**src/rtl/note_sequencer.sv**
```systemverilog
// Pattern-ROM note sequencer feeding duration_counter and the tone generator.
// Build option: define SEQ_LOOP_EN to make END words jump to their loop target instead of stopping.
module note_sequencer #(
    parameter int ADDR_W  = 8,
    parameter int PITCH_W = 9
) (
    input  logic               i_clk,
    input  logic               i_rst_n,
    input  logic               i_enable,
    input  logic               i_start,
    input  logic [ADDR_W-1:0]  i_start_addr,
    input  logic               i_stop,
    output logic [ADDR_W-1:0]  o_rom_addr,
    input  logic [15:0]        i_rom_data,
    output logic               o_load,
    output logic [4:0]         o_duration,
    input  logic               i_done,
    output logic               o_counter_clr,
    output logic [PITCH_W-1:0] o_pitch,
    output logic               o_gate,
    output logic               o_busy,
    output logic               o_end,
    output logic [2:0]         o_dbg_state
);

    localparam logic [2:0] IDLE     = 3'd0;
    localparam logic [2:0] FETCH    = 3'd1;
    localparam logic [2:0] WAIT_ROM = 3'd2;
    localparam logic [2:0] LOAD     = 3'd3;
    localparam logic [2:0] PLAY     = 3'd4;

    logic [2:0]         state_q,    state_d;
    logic [ADDR_W-1:0]  rom_addr_q, rom_addr_d;
    logic [4:0]         duration_q, duration_d;
    logic [PITCH_W-1:0] pitch_q,    pitch_d;
    logic               gate_q,     gate_d;
    logic               clr_q,      clr_d;
    logic               end_q,      end_d;

    always_comb begin
        state_d    = state_q;
        rom_addr_d = rom_addr_q;
        duration_d = duration_q;
        pitch_d    = pitch_q;
        gate_d     = gate_q;
        clr_d      = 1'b0;
        end_d      = 1'b0;
        // Stop outranks start; start restarts from any state.
        if (i_stop) begin
            state_d = IDLE;
            gate_d  = 1'b0;
            clr_d   = 1'b1;
        end else if (i_start) begin
            state_d    = FETCH;
            rom_addr_d = i_start_addr;
            gate_d     = 1'b0;
            clr_d      = 1'b1;
        end else begin
            case (state_q)
                FETCH: state_d = WAIT_ROM;
                WAIT_ROM: begin
                    if (i_rom_data[15]) begin
                        gate_d = 1'b0;
`ifdef SEQ_LOOP_EN
                        rom_addr_d = i_rom_data[ADDR_W-1:0];
                        state_d    = FETCH;
`else
                        end_d   = 1'b1;
                        state_d = IDLE;
`endif
                    end else begin
                        duration_d = i_rom_data[4:0];
                        pitch_d    = i_rom_data[5 +: PITCH_W];
                        gate_d     = ~i_rom_data[14];
                        state_d    = LOAD;
                    end
                end
                LOAD: if (i_enable) state_d = PLAY;
                PLAY: begin
                    // Gate stays up through the done cycle, then drops for the gap.
                    if (i_done) begin
                        state_d    = FETCH;
                        rom_addr_d = rom_addr_q + ADDR_W'(1);
                        gate_d     = 1'b0;
                    end
                end
                default: state_d = IDLE;
            endcase
        end
    end

    always_ff @(posedge i_clk or negedge i_rst_n) begin
        if (!i_rst_n) begin
            state_q    <= IDLE;
            rom_addr_q <= '0;
            duration_q <= '0;
            pitch_q    <= '0;
            gate_q     <= 1'b0;
            clr_q      <= 1'b0;
            end_q      <= 1'b0;
        end else begin
            state_q    <= state_d;
            rom_addr_q <= rom_addr_d;
            duration_q <= duration_d;
            pitch_q    <= pitch_d;
            gate_q     <= gate_d;
            clr_q      <= clr_d;
            end_q      <= end_d;
        end
    end

    assign o_rom_addr    = rom_addr_q;
    assign o_load        = (state_q == LOAD);
    assign o_duration    = duration_q;
    assign o_counter_clr = clr_q;
    assign o_pitch       = pitch_q;
    assign o_gate        = gate_q;
    assign o_busy        = (state_q != IDLE);
    assign o_end         = end_q;
    assign o_dbg_state   = state_q;

endmodule
```
**config.mk**
```make
export PLATFORM = sky130hd
export DESIGN_NAME = note_sequencer
export DESIGN_NICKNAME = d
export VERILOG_FILES = /design/src/rtl/note_sequencer.sv
export SDC_FILE = /design/constraint.sdc
export NUM_CORES = 1
export LEC_CHECK = 0
export CAP_MARGIN = 10
export CORE_MARGIN = 10
export CORE_UTILIZATION = 30
export DETAILED_ROUTE_END_ITERATION = 7
export GPL_TIMING_DRIVEN = 0
export PLACE_DENSITY = 0.65
export SLEW_MARGIN = 20
export SYNTH_ARGS = -nofsm -noshare
export SYNTH_HDL_FRONTEND = slang
export SYNTH_SLANG_ARGS = --single-unit
```
**constraint.sdc**
```tcl
create_clock -name i_clk -period 2 [get_ports i_clk]
set_input_delay 0.2 -clock i_clk [delete_from_list [all_inputs] [get_ports i_clk]]
set_output_delay 0.2 -clock i_clk [all_outputs]
set_load 0.005 [all_outputs]
```
==> results_dict.tcl, run 1 <==
set metrics [dict create \
    cts_tree "done" \
    total_leakage_power_nw 0.9193 \
    placed_cells 235 \
    synth.area.top_cells "dfrtp_1 (50%), mux2_4 (11%), a22oi_1 (3.8%), mux2_1 (3.2%), nand2_1 (3.0%)" \
    antenna_found_initial 0 \
    overflow 0 \
    netlist_area_sq_mm 0.001398 \
    core_sq_mm 0.004444 \
    required_ns 2.15 \
    tightest_slew_ns 0.6385 \
    setup_viol 0 \
    io_buffer_count 59 \
    async_flop_share_pct 100.0 \
    fp.dieArea_sq_mm 0.007789 \
    routed_wl_mm 3.803 \
    initial_core_util_pct 31.45 \
    synth_edf_count 0 \
    fin_nets 220 \
    path_max_fanout 10 \
    final-max-slew-violation-count 0 \
    ant_nets 0 \
    slowest_stage "or4_4" \
    fill_cells 415 \
    rsz0062_at_grt "no" \
    die_w_microns 88.26 \
    syn-instance-count 124 \
    grt_pass1_vias 1219 \
    rr_startpoint "o_dbg_state[2]$_DFFE_PN0P_" \
    viasPerCell 4.987 \
    finalCriticalPeriod_ns 1.931 \
    die_h_microns 88.26 \
    yosys.area.top_type_share_pct 50.13 \
    clk_latency_ns 0.26 \
    synth_most_common_cell "dfrtp_1" \
    netlist_top_cells_count "dfrtp_1 (28), nand2_1 (11), mux2_4 (10)" \
    drv_cap 0 \
    ios 60 \
    ys_ff_latch 28 \
    outcome "complete, no violations" \
    path_clk_slew_ns 0.09 \
    clockBufferDepth 2 \
    endpoint_kind "flop" \
    hold_class "in -> reg" \
    worstSetupPathType "reg -> reg" \
    area_delta_synth_final_pct 50.49 \
    worst_slew_margin_rel_pct 57.43 \
    fin_crit_sh_pct 96.54 \
    hpwl_mm 2.989 \
    yosys_warnings 0 \
    grt_pass1_wl_mm 6.127 \
    hold_start "i_stop" \
    yosysTopAreaCell "dfrtp_1" \
    gp_congestion 0.8204 \
    insertedDiodeCount 0 \
    row_count 24 \
    num_vias 1192 \
    drt_first_pass_iters 4 \
    arrival_ns 2.08 \
    min_to "o_rom_addr[1]$_DFFE_PN0P_" \
    cts_root_buf "clkbuf_8" \
    r2r_slack_ns 0.07 \
    cp_cell_sequence "nand2b_1 > or4_4 > buf_6 > buf_8 > mux2_4" \
    wl_per_cell_microns 15.91 \
    drcViolationCount 0 \
    cpPeakStageDelay_ns 0.51 \
    power_mw 1.398 \
    cellPowerDensity_mw_per_mm2 664.5 \
    synthFlopType "dfrtp_1" \
    grt_max_degree 29 \
    grt_use_total_pct 9.483 \
    startpoint_type "flop" \
    ir_drop_mv 0.2579 \
    synth_cell_types 36 \
    drt_first_iter_violations 115 \
    fin_cells 239 \
    min_path_cells 4 \
    yosysSeqAreaShare_pct 50.13 \
    avgSynthCellArea_sq_um 11.27 \
    cts_htree_levels 1 \
    reg2regPathDepth 5 \
    cts_buffers 3 \
    drive_above_1_share_pct 11.23 \
    fmax_mhz 517.9 \
    syn_nets 155 \
    cts_sinks 28 \
    r2r_end "o_pitch[2]$_DFFE_PN0P_" \
    finalHoldViolCount 0 \
    fin_worst_skew_ns 0.002609 \
]
## routing by layer
metal	part of all wire, %	wire (microns)	vias to the layer above	track usage [%]
met5	0	0	-	0
met4	0.24	9	0	1.615
met3	12	453	2	3.860
met2	41	1547	68	14.27
met1	47	1793	542	12.62
li1	-	-	580	-
## flip-flops by register name (all words and copies together) (netlist names)
register,cells
o_dbg_state,3
o_end,1
o_rom_addr,8
o_counter_clr,1
o_gate,1
o_pitch,9
o_duration,5
## through the flow
stage	worst slack (ns)	util, %	hold slack, ns	instance area, sq um	setup TNS (ns)
floorplan	0.1858	-	-0.09559	1398	0
global placement	-0.2532	46.20	0.4780	2053	-2.984
detailed placement	-0.2607	46.09	0.2580	2048	-2.995
CTS	0.02417	47.24	0.5071	2100	0
global route	0.009447	47.33	0.4755	2103	0
finish	0.06911	47.33	0.4411	2103	0
## worst max-delay path: cells and delay by family, from the launching register on
kind / cells / cell delay (ns)
and+or+nand+nor: 2 / 0.77
DFF: 1 / 0.45
buffers and inverters: 2 / 0.30
muxes: 1 / 0.30
## layout by cell type (no fill, tap or decap), drive strengths merged, types with 2 or more instances in the layout
master	n
inv	3
nand2	11
o21ai	6
clkbuf	5
mux2i	3
a21oi	5
nand3	3
clkdlybuf4s50	57
nor4	2
nand4	2
dfrtp	28
nor2b	3
nor2	7
a22oi	7
buf	5
mux2	14
or4	2
nor3b	2
nor3	7
## logic make-up (layout without fill, tap and decap cells)
kind of cell / Yosys count / count (layout) / share of synthesized area [%]
simple gates: 47 / 47 / 18.71
flops: 28 / 28 / 50.13
compound gates: 22 / 22 / 9.848
mux: 17 / 17 / 16.11
buf+inv: 9 / 72 / 4.297
fa+ha+maj: 1 / 1 / 0.8951
## power by group
part	leakage [nW]	total [mW]	switching [mW]	internal [mW]
Clock	0.0216	0.291	0.156	0.135
Combinational	0.541	0.399	0.129	0.270
Sequential	0.356	0.708	0.0678	0.640
## worst max-delay path by stage
stage	cells after the start	slack, ns	from	endpoint
2_1_floorplan	5	0.19	o_dbg_state[2]$_DFFE_PN0P_	o_duration[0]$_DFFE_PN0P_
3_3_place_gp	7	-0.25	i_stop	o_duration[3]$_DFFE_PN0P_
3_5_place_dp	7	-0.26	i_stop	o_pitch[2]$_DFFE_PN0P_
4_1_cts	7	0.02	i_stop	o_pitch[2]$_DFFE_PN0P_
5_1_grt	5	0.009	o_dbg_state[2]$_DFFE_PN0P_	o_pitch[7]$_DFFE_PN0P_
6_report	5	0.07	o_dbg_state[2]$_DFFE_PN0P_	o_pitch[2]$_DFFE_PN0P_
## area by class of cell
| cell class | instances | area [sq um] | share of cell area (%) |
|---|---|---|---|
| clock buffers | 3 | 41.29 | 1.963 |
| flip-flops and latches | 28 | 700.7 | 33.31 |
| well taps | 52 | 65.06 | 3.093 |
| plain buffers | 6 | 50.05 | 2.380 |
| multi-input cells | 87 | 636.9 | 30.28 |
| inverters | 3 | 11.26 | 0.5354 |
| repair buffers | 60 | 598.1 | 28.44 |
## repair_timing
action | CTS | global route
hold buffers | 1 | 0
gates resized for setup | 0 | 4
buffers inserted | 0 | 0
setup endpoints to repair | 0 | 12
endpoints found under the hold margin | 28 | 0
Power figures use the tool's default switching activity.
==> inputs of run 2 (changes only) <==
--- a/config.mk
+++ b/config.mk
@@ -6,10 +6,12 @@
 export NUM_CORES = 1
 export LEC_CHECK = 0
 export CAP_MARGIN = 10
+export CORE_ASPECT_RATIO = 0.6
 export CORE_MARGIN = 10
 export CORE_UTILIZATION = 30
 export DETAILED_ROUTE_END_ITERATION = 7
 export GPL_TIMING_DRIVEN = 0
+export HOLD_SLACK_MARGIN = 0.02
 export PLACE_DENSITY = 0.65
 export SLEW_MARGIN = 20
 export SYNTH_ARGS = -nofsm -noshare
==> run 2 against run 1 <==
Against the previous run: via count grew 2.3%; hold slack gained 0.034 ns; non-clock buffer count grew 1; utilization grew 0.21 points; die area grew 1.1%; clock skew shrank 0.00098 ns; final cell count grew 5.4%; combinational power is essentially flat; sequential share of layout area shrank 0.85 points; critical endpoint is now o_duration[4]$_DFFE_PN0P_.
==> results_dict.tcl, run 2 (synthesized netlist as in run 1, its figures left out) <==
set metrics [dict create \
    outcome "complete, no violations" \
    wl_per_cell_microns 15.77 \
    cellPowerDensity_mw_per_mm2 720.2 \
    io_buffer_count 59 \
    path_clk_slew_ns 0.10 \
    gp_congestion 0.7283 \
    fin_nets 221 \
    cts_root_buf "clkbuf_8" \
    cp_cell_sequence "nand2b_2 > or4_4 > buf_6 > buf_8 > mux2_4" \
    cts_buffers 3 \
    path_max_fanout 10 \
    regArea_sq_um 700.7 \
    largest_reg_flops 9 \
    top_usage_layer "met2" \
    crit_family "simple AND/OR/NAND/NOR gates" \
    arrival_ns 2.09 \
    viasPerCell 4.837 \
    fin_crit_sh_pct 96.31 \
    cts_sinks 28 \
    grt_use_total_pct 10.11 \
    grt_use_met3_pct 3.351 \
    drive_above_1_share_pct 12.70 \
    place_ws_ns -0.3061 \
    required_ns 2.16 \
    drt_first_pass_iters 4 \
    insertedDiodeCount 0 \
    setup_viol 0 \
    fill_cells 411 \
    r2r_slack_ns 0.07 \
    power_mw 1.554 \
    fin_worst_skew_ns 0.001633 \
    finalCriticalPeriod_ns 1.926 \
    multi_input_area_sq_um 639.4 \
    setup_slack_ns 0.07389 \
    antenna_found_initial 0 \
    mostFrequentLayoutCells "clkdlybuf4s50_1 (56), dfrtp_1 (28), nand2_1 (11)" \
    num_vias 1219 \
    worstSetupPathType "reg -> reg" \
    cts_htree_levels 1 \
    grt_util_met1_pct 13.67 \
    die_w_microns 108.1 \
    cpPeakStageDelay_ns 0.50 \
    hpwl_mm 3.040 \
    startpoint_type "flop" \
    area_delta_synth_final_pct 54.43 \
    fp.dieArea_sq_mm 0.007878 \
    grt_pass1_wl_mm 6.423 \
    row_count 19 \
    drt_first_iter_violations 62 \
    initial_core_util_pct 30.78 \
    ant_nets 0 \
    drv_cap 0 \
    endpoint_kind "flop" \
    die_h_microns 72.87 \
    total_leakage_power_nw 0.9429 \
    grt_util_met2_pct 15.40 \
    worst_slew_margin_rel_pct 57.18 \
    grt_pass1_vias 1196 \
    routed_wl_mm 3.973 \
    drcViolationCount 0 \
    layout.cells.most_common "clkdlybuf4s50_1" \
    core_sq_mm 0.004541 \
    tightest_slew_ns 0.6423 \
    clockBufferDepth 2 \
    fmax_mhz 519.2 \
    finalHoldViolCount 0 \
    clk_latency_ns 0.27 \
    ir_drop_mv 0.5207 \
    final-max-slew-violation-count 0 \
    slowest_stage "or4_4" \
    grt_max_degree 29 \
    hold_class "in -> async" \
    critPathBufInv 2 \
    ios 60 \
    cts_tree "done" \
    rsz0062_at_grt "no" \
    overflow 0 \
]
run 2: cell types whose count changed in the layout (fill, tap and decap cells not counted):
cell / change
buf_4: +2
buf_2: -1
bufinv_16: +1
clkdlybuf4s50_1: -1
dlygate4sd2_1: +1
nand2b_1: -1
nand2b_2: +1
run 2: what timing repair did:
item,4_1_cts,5_1_grt
pin swaps,0,0
resized for setup,1,7
hold buffers,1,0
hold endpoints to repair,28,0
setup buffers,0,1
setup endpoints to repair,2,9
run 2: through the flow:
stage	setup TNS, ns	area (sq um)	hold WS (ns)	utilization (%)	std cells
finish	0	2158	0.4755	47.53	252
floorplan	0	1398	-0.09559	-	124
global route	0	2158	0.4898	47.53	252
CTS	0	2142	0.4927	47.18	251
detailed placement	-3.585	2062	0.2634	45.41	246
global placement	-3.139	2067	0.4771	45.52	246
run 2: routing by layer:
metal | wire length (microns) | share of wire (%)
met5 | 0 | 0
met4 | 26 | 0.65
met3 | 305 | 7.7
met2 | 1788 | 45
met1 | 1853 | 47
run 2: area by class of cell:
cell class,instances,area share (%)
Sequential cell,28,32.46
Multi-Input combinational cell,87,29.62
Timing Repair Buffer,61,28.00
Tap cell,63,3.652
Buffer,6,2.435
Clock buffer,3,1.913
Clock inverter,1,1.391
Inverter,3,0.5217
run 2: worst paths after layout:
check	start	to	cells after the start
max	o_dbg_state[2]$_DFFE_PN0P_	o_duration[4]$_DFFE_PN0P_	5
max reg2reg	o_dbg_state[2]$_DFFE_PN0P_	o_duration[4]$_DFFE_PN0P_	5
min reg2reg	o_pitch[5]$_DFFE_PN0P_	o_pitch[5]$_DFFE_PN0P_	1
min	i_rst_n	o_pitch[3]$_DFFE_PN0P_	2
min in group i_clk	o_pitch[5]$_DFFE_PN0P_	o_pitch[5]$_DFFE_PN0P_	1
max in group asynchronous	i_rst_n	o_rom_addr[2]$_DFFE_PN0P_	2
run 2: power by group:
group / switching [mW] / internal (mW) / leakage [nW]
combinational: 0.131 / 0.271 / 0.551
clock: 0.178 / 0.268 / 0.0357
sequential: 0.0672 / 0.640 / 0.356
